### src/rtl/frame_enc_pkg.sv
// Shared definitions for the frame header encoder: state encoding, buffer
// geometry, header constants and the per-frame length helper.
package frame_enc_pkg;

    localparam int FRAME_WORD_W = 9;
    localparam int FRAME_ADDR_W = 9;
    localparam int HDR_WORDS    = 3;

    localparam logic [7:0]              LEN_EMPTY = 8'h00;
    localparam logic [7:0]              LEN_FRAG  = 8'hFF;
    localparam logic [FRAME_WORD_W-1:0] TERM_WORD = 9'h100;

    typedef enum logic [2:0] {
        ST_IDLE    = 3'd0,
        ST_SPACE   = 3'd1,
        ST_WR_TYPE = 3'd2,
        ST_WR_EID  = 3'd3,
        ST_WR_LEN  = 3'd4,
        ST_WR_DATA = 3'd5,
        ST_WR_TERM = 3'd6,
        ST_COMMIT  = 3'd7
    } enc_state_t;

    // Payload bytes carried by the next frame: the remainder, capped at max_frag.
    function automatic logic [7:0] calc_frag_len(input logic [10:0] remaining,
                                                 input logic [7:0]  max_frag);
        logic [7:0] result;
        if (remaining > {3'b000, max_frag}) begin
            result = max_frag;
        end else begin
            result = remaining[7:0];
        end
        return result;
    endfunction

endpackage

### src/rtl/frame_space_check.sv
// Combinational free-space test for the circular frame buffer. All pointer
// arithmetic is modulo 512; one word is always left unused so that a full
// buffer is distinguishable from an empty one.
module frame_space_check
    import frame_enc_pkg::*;
(
    input  logic [FRAME_ADDR_W-1:0] i_wr_base,
    input  logic [FRAME_ADDR_W-1:0] i_frame_tail,
    input  logic [7:0]              i_frag_len,
    output logic                    o_space_ok
);

    logic [FRAME_ADDR_W-1:0] w_used;
    logic [FRAME_ADDR_W-1:0] w_free;
    logic [FRAME_ADDR_W-1:0] w_need;

    assign w_used = i_wr_base - i_frame_tail;
    assign w_free = 9'd511 - w_used;
    // An empty frame still needs its terminator word.
    assign w_need = 9'(HDR_WORDS) + ((i_frag_len == 8'd0) ? 9'd1 : {1'b0, i_frag_len});
    assign o_space_ok = (w_free >= w_need);

endmodule

### src/rtl/frame_header_encoder.sv
// Transmit-side framer: writes type/EID/length header plus payload into the
// shared circular frame buffer and publishes the head only after a whole
// frame is in memory.
// Build option: define FRAME_ENC_FRAGMENT_EN to split requests longer than
// MAX_FRAG into several frames; otherwise such requests are rejected.
module frame_header_encoder
    import frame_enc_pkg::*;
#(
    parameter int MAX_FRAG = 64
)
(
    input  logic                    clk,
    input  logic                    rst,
    input  logic                    in_start,
    output logic                    in_start_ready,
    input  logic [7:0]              in_type,
    input  logic [7:0]              in_eid,
    input  logic [10:0]             in_len,
    input  logic [7:0]              in_data,
    input  logic                    in_data_valid,
    output logic                    in_data_ready,
    input  logic [FRAME_ADDR_W-1:0] in_frame_tail,
    output logic [FRAME_ADDR_W-1:0] out_frame_addr,
    output logic [FRAME_WORD_W-1:0] out_frame_data,
    output logic                    out_frame_we,
    output logic [FRAME_ADDR_W-1:0] out_frame_head,
    output logic                    frame_done,
    output logic                    len_err,
    output logic                    busy
);

    localparam logic [7:0]  MAX_FRAG_B = 8'(MAX_FRAG);
    localparam logic [10:0] MAX_FRAG_L = 11'(MAX_FRAG);

    enc_state_t r_state;
    enc_state_t w_next_state;

    logic [7:0]              r_type;
    logic [7:0]              r_eid;
    logic [10:0]             r_remaining;
    logic [FRAME_ADDR_W-1:0] r_wr_base;
    logic [FRAME_ADDR_W-1:0] r_offset;
    logic [FRAME_ADDR_W-1:0] r_head;
    logic                    r_frame_done;
    logic                    r_len_err;
    logic                    r_busy;
    logic                    r_start_ready;
    logic                    r_data_ready;

    logic [7:0]              w_frag_len;
    logic                    w_nonfinal;
    logic                    w_len_bad;
    logic [7:0]              w_len_byte;
    logic                    w_space_ok;
    logic                    w_accept;
    logic                    w_last;
    logic                    w_we;
    logic                    w_final_write;
    logic [FRAME_ADDR_W-1:0] w_addr;
    logic [FRAME_WORD_W-1:0] w_wdata;

    assign w_frag_len = calc_frag_len(r_remaining, MAX_FRAG_B);

`ifdef FRAME_ENC_FRAGMENT_EN
    assign w_len_bad  = 1'b0;
    assign w_nonfinal = (r_remaining > MAX_FRAG_L);
`else
    assign w_len_bad  = (in_len > MAX_FRAG_L);
    assign w_nonfinal = 1'b0;
`endif

    assign w_len_byte = w_nonfinal ? LEN_FRAG :
                        ((r_remaining == 11'd0) ? LEN_EMPTY : r_remaining[7:0]);

    // Payload byte k (1-based) sits at offset 2+k, so the last one is at 2+frag_len.
    assign w_last   = (r_offset == ({1'b0, w_frag_len} + 9'd2));
    assign w_accept = (r_state == ST_IDLE) && in_start;
    assign w_addr   = r_wr_base + r_offset;

    frame_space_check u_space (
        .i_wr_base    (r_wr_base),
        .i_frame_tail (in_frame_tail),
        .i_frag_len   (w_frag_len),
        .o_space_ok   (w_space_ok)
    );

    // State register.
    always_ff @(posedge clk) begin
        if (rst) begin
            r_state <= ST_IDLE;
        end else begin
            r_state <= w_next_state;
        end
    end

    // Next-state decode and the buffer write port for the current state.
    always_comb begin
        w_next_state  = r_state;
        w_we          = 1'b0;
        w_wdata       = 9'h000;
        w_final_write = 1'b0;
        case (r_state)
            ST_IDLE: begin
                if (in_start) begin
                    if (w_len_bad) begin
                        w_next_state = ST_IDLE;
                    end else begin
                        w_next_state = ST_SPACE;
                    end
                end else begin
                    w_next_state = ST_IDLE;
                end
            end
            ST_SPACE: begin
                if (w_space_ok) begin
                    w_next_state = ST_WR_TYPE;
                end else begin
                    w_next_state = ST_SPACE;
                end
            end
            ST_WR_TYPE: begin
                w_we         = 1'b1;
                w_wdata      = {1'b0, r_type};
                w_next_state = ST_WR_EID;
            end
            ST_WR_EID: begin
                w_we         = 1'b1;
                w_wdata      = {1'b0, r_eid};
                w_next_state = ST_WR_LEN;
            end
            ST_WR_LEN: begin
                w_we    = 1'b1;
                w_wdata = {1'b0, w_len_byte};
                if (w_frag_len != 8'd0) begin
                    w_next_state = ST_WR_DATA;
                end else begin
                    w_next_state = ST_WR_TERM;
                end
            end
            ST_WR_DATA: begin
                if (in_data_valid) begin
                    w_we    = 1'b1;
                    w_wdata = {w_last, in_data};
                    if (w_last) begin
                        w_final_write = 1'b1;
                        w_next_state  = ST_COMMIT;
                    end else begin
                        w_next_state  = ST_WR_DATA;
                    end
                end else begin
                    w_next_state = ST_WR_DATA;
                end
            end
            ST_WR_TERM: begin
                w_we          = 1'b1;
                w_wdata       = TERM_WORD;
                w_final_write = 1'b1;
                w_next_state  = ST_COMMIT;
            end
            ST_COMMIT: begin
                if (r_remaining != {3'b000, w_frag_len}) begin
                    w_next_state = ST_SPACE;
                end else begin
                    w_next_state = ST_IDLE;
                end
            end
            default: begin
                w_next_state = ST_IDLE;
            end
        endcase
    end

    // Request latch, offset/base/head bookkeeping and registered status outputs.
    always_ff @(posedge clk) begin
        if (rst) begin
            r_type        <= 8'h00;
            r_eid         <= 8'h00;
            r_remaining   <= 11'd0;
            r_wr_base     <= 9'd0;
            r_offset      <= 9'd0;
            r_head        <= 9'd0;
            r_frame_done  <= 1'b0;
            r_len_err     <= 1'b0;
            r_busy        <= 1'b0;
            r_start_ready <= 1'b1;
            r_data_ready  <= 1'b0;
        end else begin
            r_start_ready <= (w_next_state == ST_IDLE);
            r_data_ready  <= (w_next_state == ST_WR_DATA);
            r_busy        <= (w_next_state != ST_IDLE);
            r_len_err     <= w_accept && w_len_bad;
            // Head moves with the final write so it is visible alongside frame_done.
            r_frame_done  <= w_final_write;
            if (w_accept) begin
                r_type      <= in_type;
                r_eid       <= in_eid;
                r_remaining <= in_len;
                r_offset    <= 9'd0;
            end else if (w_final_write) begin
                r_offset  <= 9'd0;
                r_wr_base <= w_addr + 9'd1;
                r_head    <= w_addr + 9'd1;
            end else if (w_we) begin
                r_offset <= r_offset + 9'd1;
            end else if (r_state == ST_COMMIT) begin
                r_remaining <= r_remaining - {3'b000, w_frag_len};
            end
        end
    end

    assign in_start_ready = r_start_ready;
    assign in_data_ready  = r_data_ready;
    assign busy           = r_busy;
    assign frame_done     = r_frame_done;
    assign len_err        = r_len_err;
    assign out_frame_head = r_head;
    assign out_frame_addr = w_addr;
    assign out_frame_data = w_wdata;
    assign out_frame_we   = w_we;

endmodule

### config.mk
export PLATFORM = sky130hd
export DESIGN_NAME = frame_header_encoder
export DESIGN_NICKNAME = d
export VERILOG_FILES = /design/src/rtl/frame_enc_pkg.sv /design/src/rtl/frame_space_check.sv /design/src/rtl/frame_header_encoder.sv
export SDC_FILE = /design/constraint.sdc
export NUM_CORES = 1
export LEC_CHECK = 0
export BUFFER_PORTS_ARGS = -buffer_cell sky130_fd_sc_hd__buf_2
export CORE_UTILIZATION = 50
export DETAILED_ROUTE_END_ITERATION = 16
export PLACE_DENSITY = 0.77
export REMOVE_ABC_BUFFERS = 1
export SYNTH_ARGS = -nofsm -noshare
export SYNTH_HDL_FRONTEND = slang
export SYNTH_HIERARCHICAL = 1
export SYNTH_SLANG_ARGS = --single-unit
### constraint.sdc
create_clock -name clk -period 4.3 [get_ports clk]
set_input_delay 0.43 -clock clk [delete_from_list [all_inputs] [get_ports clk]]
set_output_delay 0.43 -clock clk [all_outputs]
set_load 0.005 [all_outputs]
==> results of run 1 <==
## cells in the final DEF, fill, tap and decap left out, types with 6 or more instances in the layout
master,instances
xnor2_1,21
ha_1,30
a211oi_1,11
buf_2,80
xor2_1,18
dfxtp_1,53
nor4_1,7
nor3_1,11
mux2i_1,9
o21ai_0,16
buf_4,6
nor2_1,55
nand2_1,56
inv_1,21
and3_1,15
nor2b_1,10
a21oi_1,46
nand3_1,13
o22ai_1,7
## layer usage
layer | vias up | part of all wire, %
li1 | 1962 | -
met1 | 1835 | 48
met2 | 90 | 47
met3 | 12 | 3.6
met4 | 0 | 1.4
met5 | - | 0
## metrics by stage
stage                     hold WS [ns]  setup slack [ns]  utilization, %
final                            0.346             0.173            59.0
after CTS                        0.343             0.102            58.7
after floorplan                  0.430             0.355               -
after global routing             0.346           -0.0137            59.0
after global placement           0.442             0.248            57.6
after detailed placement         0.450             0.160            57.6
## worst max-delay path, cell delays in order (launching register included)
cell	delay, ns
dfxtp_1	0.41
or4_4	0.61
nor2_1	0.15
inv_1	0.13
nor4_1	0.19
a21oi_1	0.14
ha_1	0.24
nor3b_2	0.23
xnor2_1	0.10
ha_1	0.31
a41o_1	0.15
o311ai_0	0.19
a31oi_2	0.28
a21oi_1	0.11
a2111oi_1	0.39
buf_4	0.20
and3b_1	0.17
## flip-flops by register name, indices dropped and copies added, names as in the netlist, 3 cells and up
register / flops
out_frame_head: 9
r_eid: 8
r_offset: 9
r_remaining: 11
r_state: 3
r_type: 8
## cell type report
cell class | count | area share [%]
clock buffers | 6 | 1.60
clock inverters | 2 | 0.304
inverters | 24 | 1.99
multi-input cells | 411 | 60.0
flip-flops and latches | 53 | 23.4
well taps | 102 | 2.82
repair buffers | 86 | 9.83
## worst paths after layout
path | end | depth (start not counted) | slack, ns
worst max-delay path | in_data_ready | 16 | 0.17
worst min register to register | r_eid[4] | 2 | 0.46
worst min-delay path | r_eid[1] | 3 | 0.35
worst max register to register | in_data_ready | 16 | 0.17
## power by group
group	switching, µW	internal [µW]	total, µW
combinational	129	104	233
clock	167	117	284
sequential	21.6	509	531
total	318	730	1050
## cells by family after synthesis
group,Yosys count,synth area share (%)
adder cells (fa/ha/maj),32,10.5
other,2,0.190
XOR/XNOR,39,8.62
multiplexers,9,2.27
flip-flops,53,26.8
AO/OA/AOI/OAI,124,20.8
buffers and inverters,50,5.21
AND/OR/NAND/NOR,203,25.7
## what timing repair did
action	4_1_cts	5_1_grt
buffers inserted	0	0
endpoints found under the setup margin	0	4
gates resized for setup	0	5
## Yosys cell counts, types with 3 or more instances
| master | instances | area (µm²) |
|---|---|---|
| buf_1 | 3 | 11.3 |
| o22ai_1 | 7 | 43.8 |
| and2_1 | 4 | 25.0 |
| nand2b_1 | 5 | 31.3 |
| a221oi_1 | 3 | 26.3 |
| dfxtp_1 | 53 | 1060 |
| a211oi_1 | 11 | 82.6 |
| or3_1 | 5 | 31.3 |
| o21ai_0 | 16 | 80.1 |
| nand4_1 | 3 | 18.8 |
| a31oi_1 | 5 | 31.3 |
| nand3_1 | 13 | 65.1 |
| xor2_1 | 18 | 158 |
| nand2_1 | 56 | 210 |
| nor2b_1 | 10 | 62.6 |
| inv_1 | 21 | 78.8 |
| nor4_1 | 7 | 43.8 |
| nor2_1 | 55 | 206 |
| xnor2_1 | 21 | 184 |
| ha_1 | 30 | 375 |
| o31ai_1 | 3 | 22.5 |
| mux2i_1 | 9 | 90.1 |
| clkbuf_1 | 18 | 67.6 |
| and3_1 | 16 | 100 |
| a21o_1 | 4 | 30.0 |
| nor3_1 | 11 | 55.1 |
| buf_2 | 3 | 15.0 |
| a21oi_1 | 46 | 230 |
==> flow_metrics.tcl, run 1 <==
set metrics [dict create \
    status "complete, no violations" \
    slew_viol_final 0 \
    post-route-period-util_pct 96.0 \
    gr-max-usage-layer "met2" \
    cts_buffers 5 \
    netlist_instances 512 \
    drive_gt1_share_pct 19.4 \
    postSynth.asyncResetShare_pct 0 \
    crit_required_ns 4.50 \
    hold_class "primary input to flip-flop" \
    cts_hold_buf 0 \
    dp.cells 676 \
    io_pins 81 \
    clk_latency_ns 0.31 \
    power_density_nw_per_um2 231 \
    root_buffer "clkbuf_8" \
    fin_tns_setup_ns 0 \
    power.leakage_uw 0.00193 \
    grt_pass1_vias 3472 \
    final_area_um2 4530 \
    chipHeight_um 91.0 \
    diodes 0 \
    use_met2_pct 38.1 \
    startpoint_type "flip-flop" \
    area_growth_pct 14.4 \
    max_slew_margin_pct 30.2 \
    syn_area_um2 3960 \
    core_um2 7690 \
    multi_input_area_um2 2720 \
    drc_errors 0 \
    dpl_cell_area_um2 4430 \
    synth_area_per_cell_um2 7.74 \
    start_util_pct 51.5 \
    cp_max_fo 8 \
    ys_types 70 \
    finalCriticalPeriod_ns 4.13 \
    total_power_uw 1050 \
    seq_area_frac_synth_pct 26.8 \
    crit_arrival_ns 4.33 \
    use_met3_pct 3.35 \
    ys.flop_type "dfxtp_1" \
    r2r-start "r_remaining[7]" \
    place.gp.congestion 0.882 \
    drv_cap 0 \
    routed_wl_mm 9.79 \
    use_met1_pct 33.5 \
    setup_violations 0 \
    antenna_found_initial 0 \
    min_from "in_eid[1]" \
    hold_viol_final 0 \
    n_fill_cell 730 \
    die_x_um 91.0 \
    grt_remaining_overflow 0 \
    cts_tree "done" \
    timing.fmax_ghz 0.242 \
    track_usage_pct 23.9 \
    vias 3899 \
    cts_sinks 53 \
    nets 661 \
    viasPerCell 5.70 \
    synth_edf_count 0 \
    crit_start "r_remaining[7]" \
    clk_pin_slew_ns 0.11 \
    ys_warn_count 6 \
    grt_max_degree 45 \
    critical_path_class "flip-flop to flip-flop" \
    worstMarginPinSlew_ns 1.05 \
    fin_skew_ns 0.0144 \
    cts_buffer_depth 2 \
    drt_iter0_drc 180 \
    worst_setup_path_end_kind "flip-flop" \
    dr.pass1.iters 5 \
    ys_ff_latch 53 \
    fin_cells 684 \
    htreeDepth 2 \
    final-seq-area_um2 1060 \
    ir_worst_vdd_mv 0.154 \
    dp_hpwl_mm 7.53 \
    port_buffers 80 \
    detail_route.wl_per_cell_um 14.3 \
    die_area_um2 8290 \
    grt_pass1_wl_mm 16.4 \
    rows 32 \
    postRouteAntennaNets 0 \
]
No activity file was read; power rests on OpenSTA's default activity.
==> run 2: changes to the inputs <==
SLEW_MARGIN = 20   (was default)
SYNTH_HIERARCHICAL = default   (was 1)
==> run 2 against run 1 <==
  * Global-route usage grew 1.8 points
  * Critical endpoint is now out_frame_data[8]
  * Clock-buffer cell count shrank 1
  * Final area is essentially flat
  * Maximum frequency grew 1.4%
  * Critical path depth shrank 3
==> flow_metrics.tcl, run 2 <==
set metrics [dict create \
    synth_edf_count 0 \
    cts_buffers 5 \
    diodes 0 \
    final_cell_mix "80 x buf_2, 63 x nand2_1, 53 x dfxtp_1" \
    swShare_pct 32.2 \
    clk_pin_slew_ns 0.11 \
    cpPeakStageDelay_ns 0.64 \
    io_pins 81 \
    drive_gt1_share_pct 20.7 \
    synth_area_leaders "dfxtp_1 27%, ha_1 9.5%, nand2_1 6.0%" \
    seq_area_frac_synth_pct 26.9 \
    yosys.cell_count.top_type "nand2_1" \
    power.switching_uw 353 \
    detail_route.wl_per_cell_um 15.3 \
    wl_met2_mm 4.86 \
    area_growth_pct 14.8 \
    track_usage_pct 25.7 \
    port_buffers 80 \
    power.internal_uw 743 \
    dp_hpwl_mm 7.85 \
    synth_area_leader_cell "dfxtp_1" \
    top_layer "met4" \
    cts_sinks 53 \
    drv_cap 0 \
    hold_path_depth 3 \
    crit_required_ns 3.87 \
    yosys.area.top_type_share_pct 26.9 \
    syn_area_um2 3950 \
    rsz0062_at_grt "false" \
    postSynth.asyncResetShare_pct 0 \
    drt_iter0_drc 148 \
    chipHeight_um 90.9 \
    grt_pass1_wl_mm 17.3 \
    final_common_cell "buf_2" \
    timing.fmax_ghz 0.246 \
    htreeDepth 2 \
    netlist_instances 506 \
    ys.flop_type "dfxtp_1" \
    setup_violations 0 \
    status "complete, no violations" \
    met1_length_mm 4.68 \
    postRouteAntennaNets 0 \
    fin_skew_ns 0.00942 \
    largest_reg_flops 11 \
    slowest_stage "or4b_2" \
    startpoint_type "flip-flop" \
    nets 653 \
    ir_worst_vdd_mv 0.123 \
    power_density_nw_per_um2 242 \
    cp_top_family "simple AND/OR/NAND/NOR gates" \
    combPwrFrac_pct 23.8 \
    crit_arrival_ns 3.64 \
    die_x_um 90.9 \
    finalCriticalPeriod_ns 4.07 \
    grt_pass1_vias 3670 \
    antenna_found_initial 0 \
    vias 3918 \
    worst_setup_path_end_kind "output pin" \
    cts_tree "done" \
    core_um2 7690 \
    worst-path-stages 13 \
    cts_buffer_depth 2 \
    synth_common_cells "63 x nand2_1, 53 x dfxtp_1, 47 x a21oi_1, 34 x nor2_1, 30 x ha_1" \
    cp_max_fo 12 \
    routed_wl_mm 10.3 \
    dr.pass1.iters 5 \
    hold_viol_final 0 \
    ys_ff_latch 53 \
    clk_latency_ns 0.32 \
    start_util_pct 51.4 \
    r2r_cells 14 \
    die_area_um2 8250 \
    path_buf_inv 3 \
    root_buffer "clkbuf_8" \
    slew_viol_final 0 \
    power_frac_clock_pct 28.2 \
    power.leakage_uw 0.00197 \
    drc_errors 0 \
    top_register "r_remaining" \
    grt_remaining_overflow 0 \
    rows 32 \
    fin_tns_setup_ns 0 \
    critical_path_class "flip-flop to output pin" \
    place.gp.congestion 0.932 \
    grt_max_degree 45 \
    synth_area_per_cell_um2 7.80 \
    worst_slack_ns 0.232 \
    viasPerCell 5.80 \
    max_slew_margin_pct 43.8 \
    ys_warn_count 0 \
    worstMarginPinSlew_ns 0.842 \
    ys_types 66 \
    post-route-period-util_pct 94.6 \
    hold_class "primary input to flip-flop" \
    cp_cell_sequence "or4_4, o22ai_4, and2_1, nand2_1, inv_1, ha_1, nand3_1, xor2_1, or4b_2, a21oi_2, o21ai_4, inv_4, buf_2" \
    seq_power_share_pct 48.0 \
    dr_wl_met3_um 637 \
    pre_cts_slack_ns 0.422 \
]
run 2: cell types whose count changed after synthesis, sizes merged, moves of 4 or more:
| cell | before | now |
|---|---|---|
| nor2 | 55 | 41 |
| nand2 | 56 | 63 |
| a211o | 0 | 4 |
| nor4 | 8 | 2 |
| xnor2 | 21 | 16 |
| nand4 | 3 | 7 |
| o21a | 1 | 6 |
| and3 | 16 | 5 |
| a22oi | 2 | 12 |
| nor2b | 11 | 5 |
run 2: logic make-up after synthesis:
family / synth area share, %
AND/OR/NAND/NOR: 21.5
multiplexers: 2.03
flip-flops: 26.9
XOR/XNOR: 8.59
AO/OA/AOI/OAI: 24.9
other: 0.0950
buffers and inverters: 5.48
adder cells (fa/ha/maj): 10.5
run 2: worst paths after layout:
path              slack (ns)                end            from
setup reg to reg        0.48        r_offset[3]  r_remaining[0]
hold reg to reg         0.46           r_eid[1]        r_eid[1]
setup / recovery        0.23  out_frame_data[8]  r_remaining[0]
hold / removal          0.33          r_type[6]      in_type[6]
run 2: timing repair:
item | 4_1_cts | 5_1_grt
hold endpoints to repair | 0 | 0
setup buffers | 0 | 0
gates resized for setup | 0 | 4
setup endpoints to repair | 0 | 1
hold buffers | 0 | 0
run 2: layout make-up:
cell class / count / area (µm²)
Fill cell: 727 / 3150
Inverter: 22 / 85.1
Multi-Input combinational cell: 402 / 2690
Clock buffer: 5 / 68.8
Clock inverter: 3 / 28.8
Tap cell: 102 / 128
Sequential cell: 53 / 1060
Timing Repair Buffer: 89 / 468
run 2: power groups by stage:
stage	logic [µW]	registers (µW)	clock network [µW]
after floorplan	160	541	0
after CTS	259	526	317
after detailed placement	257	537	0
after global placement	252	536	0
after global routing	294	529	333
final	261	526	309
run 2: per-layer routing:
| layer | vias up | global-route usage (%) |
|---|---|---|
| met4 | 0 | 6.35 |
| met1 | 1803 | 32.9 |
| met3 | 13 | 3.62 |
| met5 | - | 0 |
| met2 | 159 | 45.1 |
| li1 | 1943 | - |
run 2: through the flow:
step                      utilization [%]  std cells  power (µW)  hold slack, ns  cell area [µm²]
final                                59.0        676        1100           0.333             4530
after global routing                 59.0        676        1160           0.331             4530
after CTS                            58.7        676        1100           0.333             4510
after detailed placement             57.5        668         795           0.446             4420
after global placement               57.5        668         788           0.442             4420
after floorplan                         -        477         701           0.430             3820
run 2: worst register-to-register path, stage by stage (launching register included):
cell and delay, ns:
dfxtp_1 0.39, or4_4 0.59, o22ai_4 0.17, and2_1 0.17
nand2_1 0.07, inv_1 0.06, ha_1 0.23, nand3_1 0.15
xor2_1 0.18, or4b_2 0.64, a21oi_2 0.22, o21ai_4 0.15
inv_4 0.17, or3_1 0.43, nor2_2 0.08
==> run 3: changes to the inputs <==
CORE_UTILIZATION = 34   (was 50)
PLACE_DENSITY = default   (was 0.77)
==> run 3 against run 2 <==
  * Maximum frequency down 0.33%
  * Global-route usage is 6.8 points lower
  * Clock-buffer cell count rose by 1
  * Setup slack worse by 0.014 ns
  * Routed wire length is 7.0% higher
  * Die area is 46% higher
  * Total power up 11%
  * Utilization down 17 points
  * Final cell count rose by 5.6%
  * Sequential share of layout area shrank 0.53 points
  * Sequential power barely moved
  * Final area grew 2.3%
  * Critical endpoint unchanged
  * Largest cell class unchanged
  * Largest power group unchanged
==> flow_metrics.tcl, run 3 (synthesis results as in run 2) <==
set metrics [dict create \
    dp.cells 706 \
    min_from "in_type[0]" \
    drt_iter0_drc 246 \
    max_slew_margin_pct 40.9 \
    final_cell_mix "80 x buf_2, 63 x nand2_1, 53 x dfxtp_1" \
    cts.repair.resized 0 \
    cp_cell_sequence "or4_4, o22ai_4, and2_1, nand2_1, inv_1, ha_1, nand3_1, xor2_1, or4b_2, a21oi_2, o21ai_4, inv_4, buf_2" \
    cpPeakStageDelay_ns 0.65 \
    fin_cells 714 \
    dp_hpwl_mm 8.45 \
    timing.fmax_ghz 0.245 \
    nets 653 \
    r2r_cells 14 \
    cts_hold_buf 0 \
    detail_route.wl_per_cell_um 15.5 \
    diodes 0 \
    final_common_cell "buf_2" \
    viasPerCell 5.39 \
    grt_pass1_vias 3590 \
    hold_viol_final 0 \
    hold_class "primary input to flip-flop" \
    cts_buffers 5 \
    regToRegSetupSlack_ns 0.44 \
    die_x_um 110 \
    top_register "r_remaining" \
    fin_tns_setup_ns 0 \
    io_pins 81 \
    hold_path_depth 3 \
    crit_arrival_ns 3.65 \
    post-route-period-util_pct 94.9 \
    die_area_um2 12000 \
    rsz0062_at_grt "false" \
    crit_required_ns 3.87 \
    antenna_found_initial 0 \
    dr.pass1.iters 4 \
    power.leakage_uw 0.00199 \
    core_um2 11100 \
    grt_pass1_wl_mm 17.8 \
    worst_setup_path_end_kind "output pin" \
    slowest_stage "or4b_2" \
    total_power_uw 1210 \
    place.gp.congestion 0.851 \
    largest_reg_flops 11 \
    port_buffers 80 \
    clk_latency_ns 0.29 \
    drive_gt1_share_pct 20.7 \
    vias 3847 \
    routed_wl_mm 11.0 \
    track_usage_pct 18.9 \
    postRouteAntennaNets 0 \
    status "complete, no violations" \
    chipHeight_um 110 \
    htreeDepth 2 \
    rows 38 \
    slew_viol_final 0 \
    power_density_nw_per_um2 261 \
    cts_buffer_depth 2 \
    cts_tree "done" \
    setup_violations 0 \
    drc_errors 0 \
    r2r-start "r_remaining[0]" \
    root_buffer "clkbuf_16" \
    hold_slack_ns 0.367 \
    critical_path_class "flip-flop to output pin" \
    hold_end "r_type[0]" \
    cp_max_fo 12 \
    startpoint_type "flip-flop" \
    start_util_pct 35.6 \
    clk_pin_slew_ns 0.07 \
    ir_worst_vdd_mv 0.184 \
    area_growth_pct 17.5 \
    cts_sinks 53 \
    grt_max_degree 45 \
    grt_remaining_overflow 0 \
    post_cts_buffers 0 \
    finalCriticalPeriod_ns 4.08 \
    worstMarginPinSlew_ns 0.887 \
    drv_cap 0 \
    fin_skew_ns 0.00435 \
    rr_endpoint "r_offset[5]" \
]
[run 3: cell types whose count changed in the layout (fill, tap and decap cells not counted)]
| cell | previous run | this run |
|---|---|---|
| clkbuf_16 | 0 | 5 |
| clkbuf_8 | 5 | 1 |
| clkinv_4 | 1 | 0 |
| clkinvlp_4 | 0 | 1 |
| inv_8 | 1 | 0 |
[run 3: cell type report]
class | count | area (µm²)
clock buffers | 6 | 139
repair buffers | 89 | 468
inverters | 22 | 85.1
flip-flops and latches | 53 | 1060
fillers | 1153 | 6440
well taps | 140 | 175
multi-input cells | 402 | 2690
clock inverters | 2 | 16.3
[run 3: report_power, final]
part | internal [µW] | leakage [µW] | switching, µW
sequential | 510 | 0.000432 | 16.4
combinational | 111 | 0.00149 | 151
clock | 234 | 0.0000735 | 190
[run 3: how the worst max path moves through the flow]
stage,cells past startpoint,slack (ns),startpoint,end
6_report,13,0.22,r_remaining[0],out_frame_data[8]
4_1_cts,13,0.08,r_remaining[3],out_frame_data[8]
2_1_floorplan,14,0.58,r_remaining[4],r_offset[0]
5_1_grt,13,0.003,r_remaining[0],out_frame_data[8]
3_3_place_gp,14,0.49,r_remaining[3],r_offset[2]
3_5_place_dp,14,0.32,r_remaining[3],r_offset[5]
[run 3: per-stage QoR]
stage	utilization, %	worst slack, ns	cell area (µm²)
floorplan	-	0.582	3820
global placement	40.3	0.493	4460
detailed placement	40.3	0.322	4460
CTS	41.7	0.0839	4620
global route	41.9	0.00326	4640
finish	41.9	0.218	4640
[run 3: routing by layer]
layer,share of wire [%],wire length (µm),global-route usage [%]
met5,0,0,0
met1,49,5430,25.2
met2,44,4890,32.0
met4,0.81,89,3.62
met3,5.8,645,3.14
[run 3: critical path: cells and delay by family, from the launching register on]
| family | cells | cell delay, ns |
|---|---|---|
| buffers and inverters | 3 | 0.36 |
| XOR/XNOR | 1 | 0.18 |
| adder cells (fa/ha/maj) | 1 | 0.23 |
| AO/OA/AOI/OAI | 3 | 0.56 |
| AND/OR/NAND/NOR | 5 | 1.65 |
| flip-flops | 1 | 0.37 |
